===== src/rtl/fpcvt_pkg.sv =====
// Shared constants, FSM state type and saturation helper for the fpcvt arbiter slice.
package fpcvt_pkg;

  localparam int unsigned FPCVT_DW      = 12;
  localparam int unsigned FPCVT_EW      = 3;
  localparam int unsigned FPCVT_FW      = 4;
  localparam int unsigned FPCVT_SAT_MAG = 1920;

  typedef enum logic [1:0] {
    IDLE = 2'd0,
    CONV = 2'd1,
    HOLD = 2'd2
  } arb_state_t;

  // |d| > FPCVT_SAT_MAG on a two's-complement sample; 12'h800 counts as saturated.
  function automatic logic fpcvt_is_sat(input logic [FPCVT_DW-1:0] d);
    return ($signed(d) > $signed(FPCVT_DW'(FPCVT_SAT_MAG))) ||
           ($signed(d) < -$signed(FPCVT_DW'(FPCVT_SAT_MAG)));
  endfunction

endpackage


===== src/rtl/fpcvt.sv =====
// Combinational 12-bit two's-complement to sign/3-bit exponent/4-bit significand converter.
module fpcvt
  import fpcvt_pkg::*;
(
  input  logic [FPCVT_DW-1:0] D,
  output logic                S,
  output logic [FPCVT_EW-1:0] E,
  output logic [FPCVT_FW-1:0] F
);

  logic [FPCVT_DW-1:0] mag;
  logic [3:0]          msb;
  logic [3:0]          shift;
  logic [4:0]          f5;
  logic [4:0]          rnd;
  logic [3:0]          e_full;

  always_comb begin
    S      = D[FPCVT_DW-1];
    E      = '0;
    F      = '0;
    mag    = D[FPCVT_DW-1] ? FPCVT_DW'(-D) : D;
    msb    = 4'd0;
    shift  = 4'd0;
    f5     = 5'd0;
    rnd    = 5'd0;
    e_full = 4'd0;
    for (int unsigned i = 0; i < FPCVT_DW; i++) begin
      if (mag[i]) msb = 4'(i);
    end
    if (msb <= 4'd3) begin
      F = mag[3:0];
    end else begin
      // Keep 4 significant bits plus one round bit, round half up, then clamp.
      shift  = msb - 4'd3;
      f5     = 5'(mag >> (shift - 4'd1));
      rnd    = {1'b0, f5[4:1]} + {4'd0, f5[0]};
      e_full = shift + {3'd0, rnd[4]};
      if (e_full > 4'd7) begin
        E = 3'd7;
        F = 4'hF;
      end else begin
        E = e_full[2:0];
        F = rnd[4] ? 4'h8 : rnd[3:0];
      end
    end
  end

endmodule


===== src/rtl/fpcvt_rr_pick.sv =====
// Combinational round-robin selector: first valid requester at or after ptr, with wrap.
module fpcvt_rr_pick #(
  parameter int unsigned NREQ = 4,
  parameter int unsigned IDW  = $clog2(NREQ)
) (
  input  logic [IDW-1:0]  ptr,
  input  logic [NREQ-1:0] req_valid,
  output logic [NREQ-1:0] grant_onehot,
  output logic [IDW-1:0]  grant_idx,
  output logic            any
);

  always_comb begin
    grant_onehot = '0;
    grant_idx    = '0;
    any          = 1'b0;
    for (int unsigned i = 0; i < NREQ; i++) begin
      int unsigned j;
      j = (int'(ptr) + i) % NREQ;
      if (!any && req_valid[j]) begin
        any             = 1'b1;
        grant_onehot[j] = 1'b1;
        grant_idx       = IDW'(j);
      end
    end
  end

endmodule


===== src/rtl/fpcvt_arbiter.sv =====
// Round-robin arbiter sharing one fpcvt among NREQ requesters with a registered result.
// Optional FPCVT_ARB_SAT_EN adds the out_sat magnitude-saturation flag.
module fpcvt_arbiter
  import fpcvt_pkg::*;
#(
  parameter int unsigned NREQ = 4,
  parameter int unsigned IDW  = $clog2(NREQ)
) (
  input  logic                     clk,
  input  logic                     rst_n,
  input  logic [NREQ-1:0]          req_valid,
  input  logic [FPCVT_DW*NREQ-1:0] req_data,
  output logic [NREQ-1:0]          req_ready,
  output logic                     out_valid,
  input  logic                     out_ready,
  output logic                     out_s,
  output logic [FPCVT_EW-1:0]      out_e,
  output logic [FPCVT_FW-1:0]      out_f,
  output logic [IDW-1:0]           out_id
`ifdef FPCVT_ARB_SAT_EN
  , output logic                   out_sat
`endif
);

  arb_state_t          state_q, state_d;
  logic [IDW-1:0]      ptr_q, ptr_d;
  logic [FPCVT_DW-1:0] d_q, d_d;
  logic [IDW-1:0]      id_q, id_d;
  logic                out_valid_q, out_valid_d;
  logic                out_s_q, out_s_d;
  logic [FPCVT_EW-1:0] out_e_q, out_e_d;
  logic [FPCVT_FW-1:0] out_f_q, out_f_d;
  logic [IDW-1:0]      out_id_q, out_id_d;
`ifdef FPCVT_ARB_SAT_EN
  logic                sat_q, sat_d;
`endif

  logic [NREQ-1:0]     pick_onehot;
  logic [IDW-1:0]      pick_idx;
  logic                pick_any;
  logic                cv_s;
  logic [FPCVT_EW-1:0] cv_e;
  logic [FPCVT_FW-1:0] cv_f;

  fpcvt_rr_pick #(.NREQ(NREQ), .IDW(IDW)) u_pick (
    .ptr          (ptr_q),
    .req_valid    (req_valid),
    .grant_onehot (pick_onehot),
    .grant_idx    (pick_idx),
    .any          (pick_any)
  );

  fpcvt u_cvt (
    .D (d_q),
    .S (cv_s),
    .E (cv_e),
    .F (cv_f)
  );

  // Next-state, grant strobe and result capture.
  always_comb begin
    state_d     = state_q;
    ptr_d       = ptr_q;
    d_d         = d_q;
    id_d        = id_q;
    out_valid_d = out_valid_q;
    out_s_d     = out_s_q;
    out_e_d     = out_e_q;
    out_f_d     = out_f_q;
    out_id_d    = out_id_q;
`ifdef FPCVT_ARB_SAT_EN
    sat_d       = sat_q;
`endif
    req_ready   = '0;
    case (state_q)
      IDLE: begin
        if (pick_any) begin
          req_ready = pick_onehot;
          d_d       = req_data[FPCVT_DW*int'(pick_idx) +: FPCVT_DW];
          id_d      = pick_idx;
          state_d   = CONV;
        end
      end
      CONV: begin
        out_s_d     = cv_s;
        out_e_d     = cv_e;
        out_f_d     = cv_f;
        out_id_d    = id_q;
        out_valid_d = 1'b1;
`ifdef FPCVT_ARB_SAT_EN
        sat_d       = fpcvt_is_sat(d_q);
`endif
        ptr_d       = (id_q == IDW'(NREQ - 1)) ? '0 : id_q + IDW'(1);
        state_d     = HOLD;
      end
      HOLD: begin
        if (out_ready) begin
          out_valid_d = 1'b0;
          state_d     = IDLE;
        end
      end
      default: state_d = IDLE;
    endcase
  end

  always_ff @(posedge clk or negedge rst_n) begin
    if (!rst_n) begin
      state_q     <= IDLE;
      ptr_q       <= '0;
      d_q         <= '0;
      id_q        <= '0;
      out_valid_q <= 1'b0;
      out_s_q     <= 1'b0;
      out_e_q     <= '0;
      out_f_q     <= '0;
      out_id_q    <= '0;
`ifdef FPCVT_ARB_SAT_EN
      sat_q       <= 1'b0;
`endif
    end else begin
      state_q     <= state_d;
      ptr_q       <= ptr_d;
      d_q         <= d_d;
      id_q        <= id_d;
      out_valid_q <= out_valid_d;
      out_s_q     <= out_s_d;
      out_e_q     <= out_e_d;
      out_f_q     <= out_f_d;
      out_id_q    <= out_id_d;
`ifdef FPCVT_ARB_SAT_EN
      sat_q       <= sat_d;
`endif
    end
  end

  assign out_valid = out_valid_q;
  assign out_s     = out_s_q;
  assign out_e     = out_e_q;
  assign out_f     = out_f_q;
  assign out_id    = out_id_q;
`ifdef FPCVT_ARB_SAT_EN
  assign out_sat   = sat_q;
`endif

endmodule


===== config.mk =====
export PLATFORM = sky130hd
export DESIGN_NAME = fpcvt_arbiter
export DESIGN_NICKNAME = d
export VERILOG_FILES = /design/src/rtl/fpcvt_pkg.sv /design/src/rtl/fpcvt.sv /design/src/rtl/fpcvt_rr_pick.sv /design/src/rtl/fpcvt_arbiter.sv
export SDC_FILE = /design/constraint.sdc
export NUM_CORES = 1
export LEC_CHECK = 0
export BUFFER_PORTS_ARGS = -buffer_cell sky130_fd_sc_hd__buf_4
export CAP_MARGIN = 20
export CORE_AREA = 3 3 95 97
export CTS_BUF_LIST = sky130_fd_sc_hd__clkbuf_4 sky130_fd_sc_hd__clkbuf_8
export DETAILED_ROUTE_END_ITERATION = 8
export DIE_AREA = 0 0 98 100
export PLACE_DENSITY = 0.65
export SLEW_MARGIN = 5
export SYNTH_ARGS = -nofsm -noshare
export SYNTH_HDL_FRONTEND = slang
export SYNTH_SLANG_ARGS = --single-unit

===== constraint.sdc =====
create_clock -name clk -period 6.7 [get_ports clk]
set_input_delay 2.01 -clock clk [delete_from_list [all_inputs] [get_ports clk]]
set_output_delay 2.01 -clock clk [all_outputs]
set_load 0.01 [all_outputs]

# Yosys cells after proc, flatten, opt, wreduce, memory -nomap -nowiden
# Cells that the tools add are included.
[word_totals]
ff_bits = 29
out_inout_bits = 15
elab_cells = 107
[classes]
add_sub_neg = 9
n_mul = 1
magnitude_cmp = 10
eq_ne = 5
shifts = 2
n_mux = 53
bitwise_logic = 3
reduce_logical = 15
[ops]
columns = ["operator", "n"]
rows = [
  ["4-bit two-way mux", 13],
  ["48-bit by 7-bit variable part select with 12-bit output", 1],
  ["2-bit two-way mux", 9],
  ["3-bit two-way mux", 6],
  ["1-bit two-way mux", 14],
  ["2-bit by 3-bit < comparator with 1-bit output (second input constant)", 4],
  ["12-bit two-way mux", 1],
  ["12-bit negator", 1],
  ["4-bit bitwise OR", 3],
  ["12-bit by 4-bit right shift with 5-bit output", 1],
  ["1-bit binary-select mux with 2-bit select", 4],
  ["1-bit demux with 2-bit select", 4],
  ["2-bit by 1-bit >= comparator with 1-bit output (second input constant)", 4],
  ["1-bit logical AND", 7],
  ["2-bit one-hot mux with 3 select lines", 1],
  ["2-bit AND reduction", 3],
  ["4-bit by 1-bit adder with 5-bit output", 1],
  ["2-bit by 1-bit adder with 2-bit output (second input constant)", 2],
  ["2-bit adder (second input constant)", 2],
  ["4-bit by 1-bit adder with 4-bit output", 1],
  ["2-bit equality test (second input constant)", 2],
  ["4-bit by 3-bit > comparator with 1-bit output (second input constant)", 1],
  ["4-bit by 2-bit less-or-equal comparator with 1-bit output (second input constant)", 1],
  ["2-bit by 2-bit multiplier with 4-bit output (first input constant)", 1],
  ["8 further kinds", 11],
]

# Depth between registers and ports, before layout
[depth]
ltp_word = 21
ltp_mapped = 30

# By module
# Synthesis repeated with hierarchy kept, for this count alone.
[unflattened]
hier_cells = 330
area_unflattened_um2 = 3447.1
[by_module_without_submodules]
columns = ["module", "instances", "cells_per_inst", "area_per_inst_um2", "seq_area_each_um2"]
rows = [
  ["fpcvt", 1, 200, 1570.3, 0.0],
  ["fpcvt_arbiter", 1, 85, 1455.1, 725.7],
  ["fpcvt_rr_pick", 1, 45, 421.7, 0.0],
]

# Worst setup path after synthesis
# OpenSTA, ideal clock, no wires.
[synth_timing]
path_type = "register to register"
from = "register d_q[0]"
to = "register out_f_q[3], in the netlist out_f[3]"
setup_ns = 0.122
t_arrival_ns = 5.620
required_ns = 6.578
setup_slack_ns = 0.959
path_stages_with_launch = 29
path_buffers = 2
period_less_slack_ns = 5.741
cell_sequence = "dfrtp_1 inv_1 ha_1 nor2b_1 buf_1 a211oi_1 o211ai_1 o211ai_4 nand2_4 nand2_4 clkinv_4 ha_1 buf_4 clkinv_1 or3_1 mux2_2 nand3_1 nor2_1 a211oi_1 ha_1 ha_1 and3b_2 ha_1 and3_1 mux2i_1 xnor2_1 nor2_1 or4b_1 a32o_1"
[synth_via]
elab_chain_len = 21
[synth_lines]
columns = ["item", "line", "text"]
rows = [
  ["start, declared", "fpcvt_arbiter.sv:27", "logic [FPCVT_DW-1:0] d_q, d_d;"],
  ["start signal, assigned", "fpcvt_arbiter.sv:110", "d_q <= '0;"],
  ["start signal, assigned", "fpcvt_arbiter.sv:123", "d_q <= d_d;"],
  ["12-bit negator", "fpcvt.sv:22", "mag = D[FPCVT_DW-1] ? FPCVT_DW'(-D) : D;"],
  ["12-bit two-way mux (*)", "fpcvt.sv:22", ""],
  ["1-bit two-way mux", "fpcvt.sv:29", "if (mag[i]) msb = 4'(i);"],
  ["2-bit two-way mux (2 in a row)", "fpcvt.sv:29", ""],
  ["3-bit two-way mux (4 in a row)", "fpcvt.sv:29", ""],
  ["4-bit two-way mux (4 in a row)", "fpcvt.sv:29", ""],
  ["4-bit by 2-bit subtractor with 4-bit output", "fpcvt.sv:35", "shift = msb - 4'd3;"],
  ["4-bit by 1-bit subtractor with 4-bit output", "fpcvt.sv:36", "f5 = 5'(mag >> (shift - 4'd1));"],
  ["12-bit by 4-bit right shift with 5-bit output", "fpcvt.sv:36", ""],
  ["4-bit by 1-bit adder with 5-bit output", "fpcvt.sv:37", "rnd = {1'b0, f5[4:1]} + {4'd0, f5[0]};"],
  ["4-bit by 1-bit adder with 4-bit output", "fpcvt.sv:38", "e_full = shift + {3'd0, rnd[4]};"],
  ["4-bit by 3-bit > comparator with 1-bit output", "fpcvt.sv:39", "if (e_full > 4'd7) begin"],
  ["4-bit two-way mux", "fpcvt.sv:39", ""],
  ["4-bit two-way mux (*)", "fpcvt.sv:31", "if (msb <= 4'd3) begin"],
  ["end signal, assigned", "fpcvt_arbiter.sv:128", "out_f_q <= out_f_d;"],
  ["end, declared", "fpcvt_arbiter.sv:32", "logic [FPCVT_FW-1:0] out_f_q, out_f_d;"],
]
# Mark *: on every way between the ends. The rest lies on a longest branch, timed or not.
# A chain may end at the register's enable or synchronous reset.

# Final worst setup path
[layout_timing]
from = "register d_q[3]"
to = "register out_f_q[3], in the netlist out_f[3]"
[layout_via]
elab_chain_len = 19
[layout_lines]
columns = ["item", "line"]
rows = [
  ["12-bit negator", "fpcvt.sv:22"],
  ["12-bit two-way mux (*)", "fpcvt.sv:22"],
  ["2-bit two-way mux", "fpcvt.sv:29"],
  ["3-bit two-way mux (4 in a row)", "fpcvt.sv:29"],
  ["4-bit two-way mux (4 in a row)", "fpcvt.sv:29"],
  ["4-bit by 2-bit subtractor with 4-bit output", "fpcvt.sv:35"],
  ["4-bit by 1-bit subtractor with 4-bit output", "fpcvt.sv:36"],
  ["12-bit by 4-bit right shift with 5-bit output", "fpcvt.sv:36"],
  ["4-bit by 1-bit adder with 5-bit output", "fpcvt.sv:37"],
  ["4-bit by 1-bit adder with 4-bit output", "fpcvt.sv:38"],
  ["4-bit by 3-bit > comparator with 1-bit output", "fpcvt.sv:39"],
  ["4-bit two-way mux", "fpcvt.sv:39"],
  ["4-bit two-way mux (*)", "fpcvt.sv:31"],
]
# Marked as above.

==> metrics.cfg <==
[layout]
n_antenna_cell=0
fillers=806
fin_nets=500
drive_gt1_frac=0.316
syn_to_final_growth_pct=20.8

[clock_tree]
insertion_delay_ns=0.29
cts-buffers-inserted=5
path_clk_slew_ns=0.07
cts_hold_buf=0
clockBufferDepth=2
clock-root-buffer=clkbuf_8
cts_resized=0
cts_sinks=29
htreeDepth=2
cts_setup_buffers=0
cts_tree=built

[critical_path]
cp-end-kind=flop
crit_path_start_kind=flop
crit_chain=or4_4 > o31ai_4 > xor2_4 > o211ai_4 > nand2_4 > nand2_4 > clkinv_4 > ha_1 > buf_4 > nor4b_1 > a31oi_1 > nand3_1 > nor2_1 > a211oi_1 > ha_1 > ha_1 > and3b_2 > ha_1 > and3_1 > mux2i_1 > xnor2_1 > nor2_1 > or4b_1 > a32o_1
critical_path.top_delay_family=simple AND/OR/NAND/NOR gates
worstRegToRegCells=24
reg2reg_from=d_q[3]
crit_fanout=17
max_stage_delay_ns=0.63
worstPathArrival_ns=6.16
r2r-end=out_f[3]
cp_num_cells=24
critical_path_required_ns=6.88
worst-setup-path-type=flop to flop
crit_slowest_cell=or4_4
rrSetupSlack_ns=0.72
crit_top_cell=ha_1
timing.critical_path.buf_inv=2

[die]
rows=33
die_area_um2=9800
core_um2=8220
die_x_um=98
initial_core_util=0.396
die_h_um=100
top_level_ports=70

[synthesis]
synthAdderAreaFrac=0.0616
ys_warn_count=0
synth_top_family_by_area=compound AO/OA/AOI/OAI gates
synth_xor_area_frac=0.0381
syn_inst=368
ys_seq_area_frac=0.223
async_flop_share=1.00
synth_compound_area_frac=0.256
synth_nets=439
ys_seq_elements=29
synth.mux.area_fraction=0.163
synth.cell_area_um2=3250
syn_avg_cell_area_um2=8.83
synth-simple-area-share=0.195
synth_edf_count=0
synth-main-ff-cell=dfrtp_1
synth_cell_types=75

[grt]
grt_max_degree=30
antenna_found_initial=0
track_usage=0.171
busiest_layer=met2
grt_pass1_wl_um=14100
grt_pass1_vias=2926
gr-usage-met2=0.273
grtUsageMet3=0.0146
grt_overflow=0
grtUsageMet1=0.241

[min_path]
hp-start=out_e[1]
holdPathStages=2
whs_endpoint=out_e[1]
hold_class=flop to flop

[timing]
finalWorstPathRequiredPeriod_ns=5.98
fin_crit_sh=0.892
slew_viol_final=0
hold_viol_final=0
fin_skew_ns=0.00798
setup-tns-final_ns=0
slew_headroom=0.481
worst_pin_slew_ns=0.778
fmaxAchievable_ghz=0.167
finalSetupViolCount=0
rsz0062_at_grt=false

[place]
gp_congestion=0.919
hpwl_um=6410
io_buffers=69

[status]
status=complete, no violations

[routing]
wl_um=8250
drtAntennaViolNets=0
drcViolationCount=0
drt_iter0_markers=247
drt_pre_antenna_iters=4
vias=3050
viasPerCell=5.70
post_drt_wl_per_cell_um=15.4

[run]
maxCapViolCount=0

-- worst min-delay path, delay by kind of cell (launching register included) --
| family | cells | cell delay, ns |
|---|---|---|
| flops | 1 | 0.35 |
| simple gates | 1 | 0.05 |
| compound gates | 1 | 0.05 |
-- layout by cell type, fill, tap and decap left out, types with 3 or more instances in the layout --
cell and count:
clkbuf_8 5, nor2b_1 4, a22oi_1 7, a221oi_1 6
o211ai_1 6, mux4_2 3, mux2_2 17, mux4_1 3
xnor2_1 7, mux2i_1 18, a211oi_1 4, inv_1 11
and3_1 3, o21ai_0 27, ha_1 16, nor3_1 8
dfrtp_1 29, nor2_1 32, nand3_1 5, a31oi_1 3
xor2_1 4, nand2_1 46, a21oi_1 14, and2_2 4
o31ai_1 6, nor3b_1 3, nand4_1 3, buf_4 75
-- metrics by stage --
stage,instance area (um^2),std cells,util,setup WS (ns),hold slack (ns)
detailed placement,3810,527,0.464,0.780,0.467
global placement,3810,527,0.464,0.923,0.462
floorplan,3250,368,-,0.959,0.476
finish,3930,535,0.478,0.723,0.482
global route,3930,535,0.478,0.307,0.514
CTS,3930,535,0.478,0.745,0.485
-- registers in the layout (all words and copies together), names as in the netlist --
| register | cells |
|---|---|
| d_q | 12 |
| id_q | 2 |
| out_e | 3 |
| out_f | 4 |
| out_id | 2 |
| out_s | 1 |
| out_valid | 1 |
| ptr_q | 2 |
| state_q | 2 |
-- kinds of logic after synthesis --
logic type / count (synthesis)
fa+ha+maj: 16
mux: 42
compound gates: 107
simple gates: 125
flops: 29
buf+inv: 37
xor+xnor: 12
-- area by class of cell --
cell class	instances	area (um^2)	share of cell area
repair buffers	75	563	0.143
flip-flops and latches	29	726	0.185
inverters	16	65.1	0.0166
clock buffers	5	68.8	0.0175
clock inverters	3	46.3	0.0118
multi-input cells	302	2330	0.593
well taps	105	131	0.0335
-- cells in the mapped netlist, types with 2 or more instances --
cell / n / area (um^2)
a211o_1: 2 / 17.5
a211oi_1: 4 / 30.0
a211oi_2: 2 / 25.0
a21oi_1: 15 / 75.1
a221oi_1: 6 / 52.6
a22o_1: 2 / 17.5
a22oi_1: 7 / 52.6
a31o_2: 2 / 17.5
a31oi_1: 3 / 18.8
a32oi_1: 2 / 17.5
a41oi_1: 2 / 17.5
and2_2: 4 / 30.0
and3_1: 3 / 18.8
buf_4: 2 / 15.0
clkbuf_1: 12 / 45.0
clkbuf_8: 3 / 41.3
clkinv_1: 2 / 7.51
dfrtp_1: 29 / 726
ha_1: 16 / 200
inv_1: 11 / 41.3
inv_2: 2 / 7.51
mux2_2: 17 / 191
mux2i_1: 18 / 180
mux4_1: 3 / 78.8
mux4_2: 3 / 67.6
nand2_1: 46 / 173
nand2_4: 2 / 22.5
nand2b_1: 2 / 12.5
nand3_1: 5 / 25.0
nand4_1: 3 / 18.8
nor2_1: 32 / 120
nor2b_1: 4 / 25.0
nor3_1: 8 / 40.0
nor3b_1: 3 / 22.5
nor4b_1: 2 / 17.5
o211ai_1: 6 / 45.0
o21a_1: 2 / 15.0
o21ai_0: 27 / 135
o311ai_1: 2 / 17.5
o31ai_1: 7 / 52.6
or3_1: 2 / 12.5
xnor2_1: 7 / 61.3
xor2_1: 4 / 35.0
-- worst max path at each step --
stage	start	end	slack [ns]
global route	d_q[0]	out_f[3]	0.31
CTS	d_q[3]	out_f[3]	0.74
floorplan	d_q[0]	out_f[3]	0.96
detailed placement	d_q[3]	out_f[3]	0.78
finish	d_q[3]	out_f[3]	0.72
global placement	d_q[3]	out_f[3]	0.92
-- routing by layer --
metal | vias up | part of all wire
li1 | 1499 | -
met1 | 1428 | 0.45
met2 | 113 | 0.48
met3 | 10 | 0.050
met4 | 0 | 0.019
met5 | - | 0
Power is left out: the tool's default activity adds up to more than one toggle a clock period on the data nets, which glitch-free logic cannot reach.
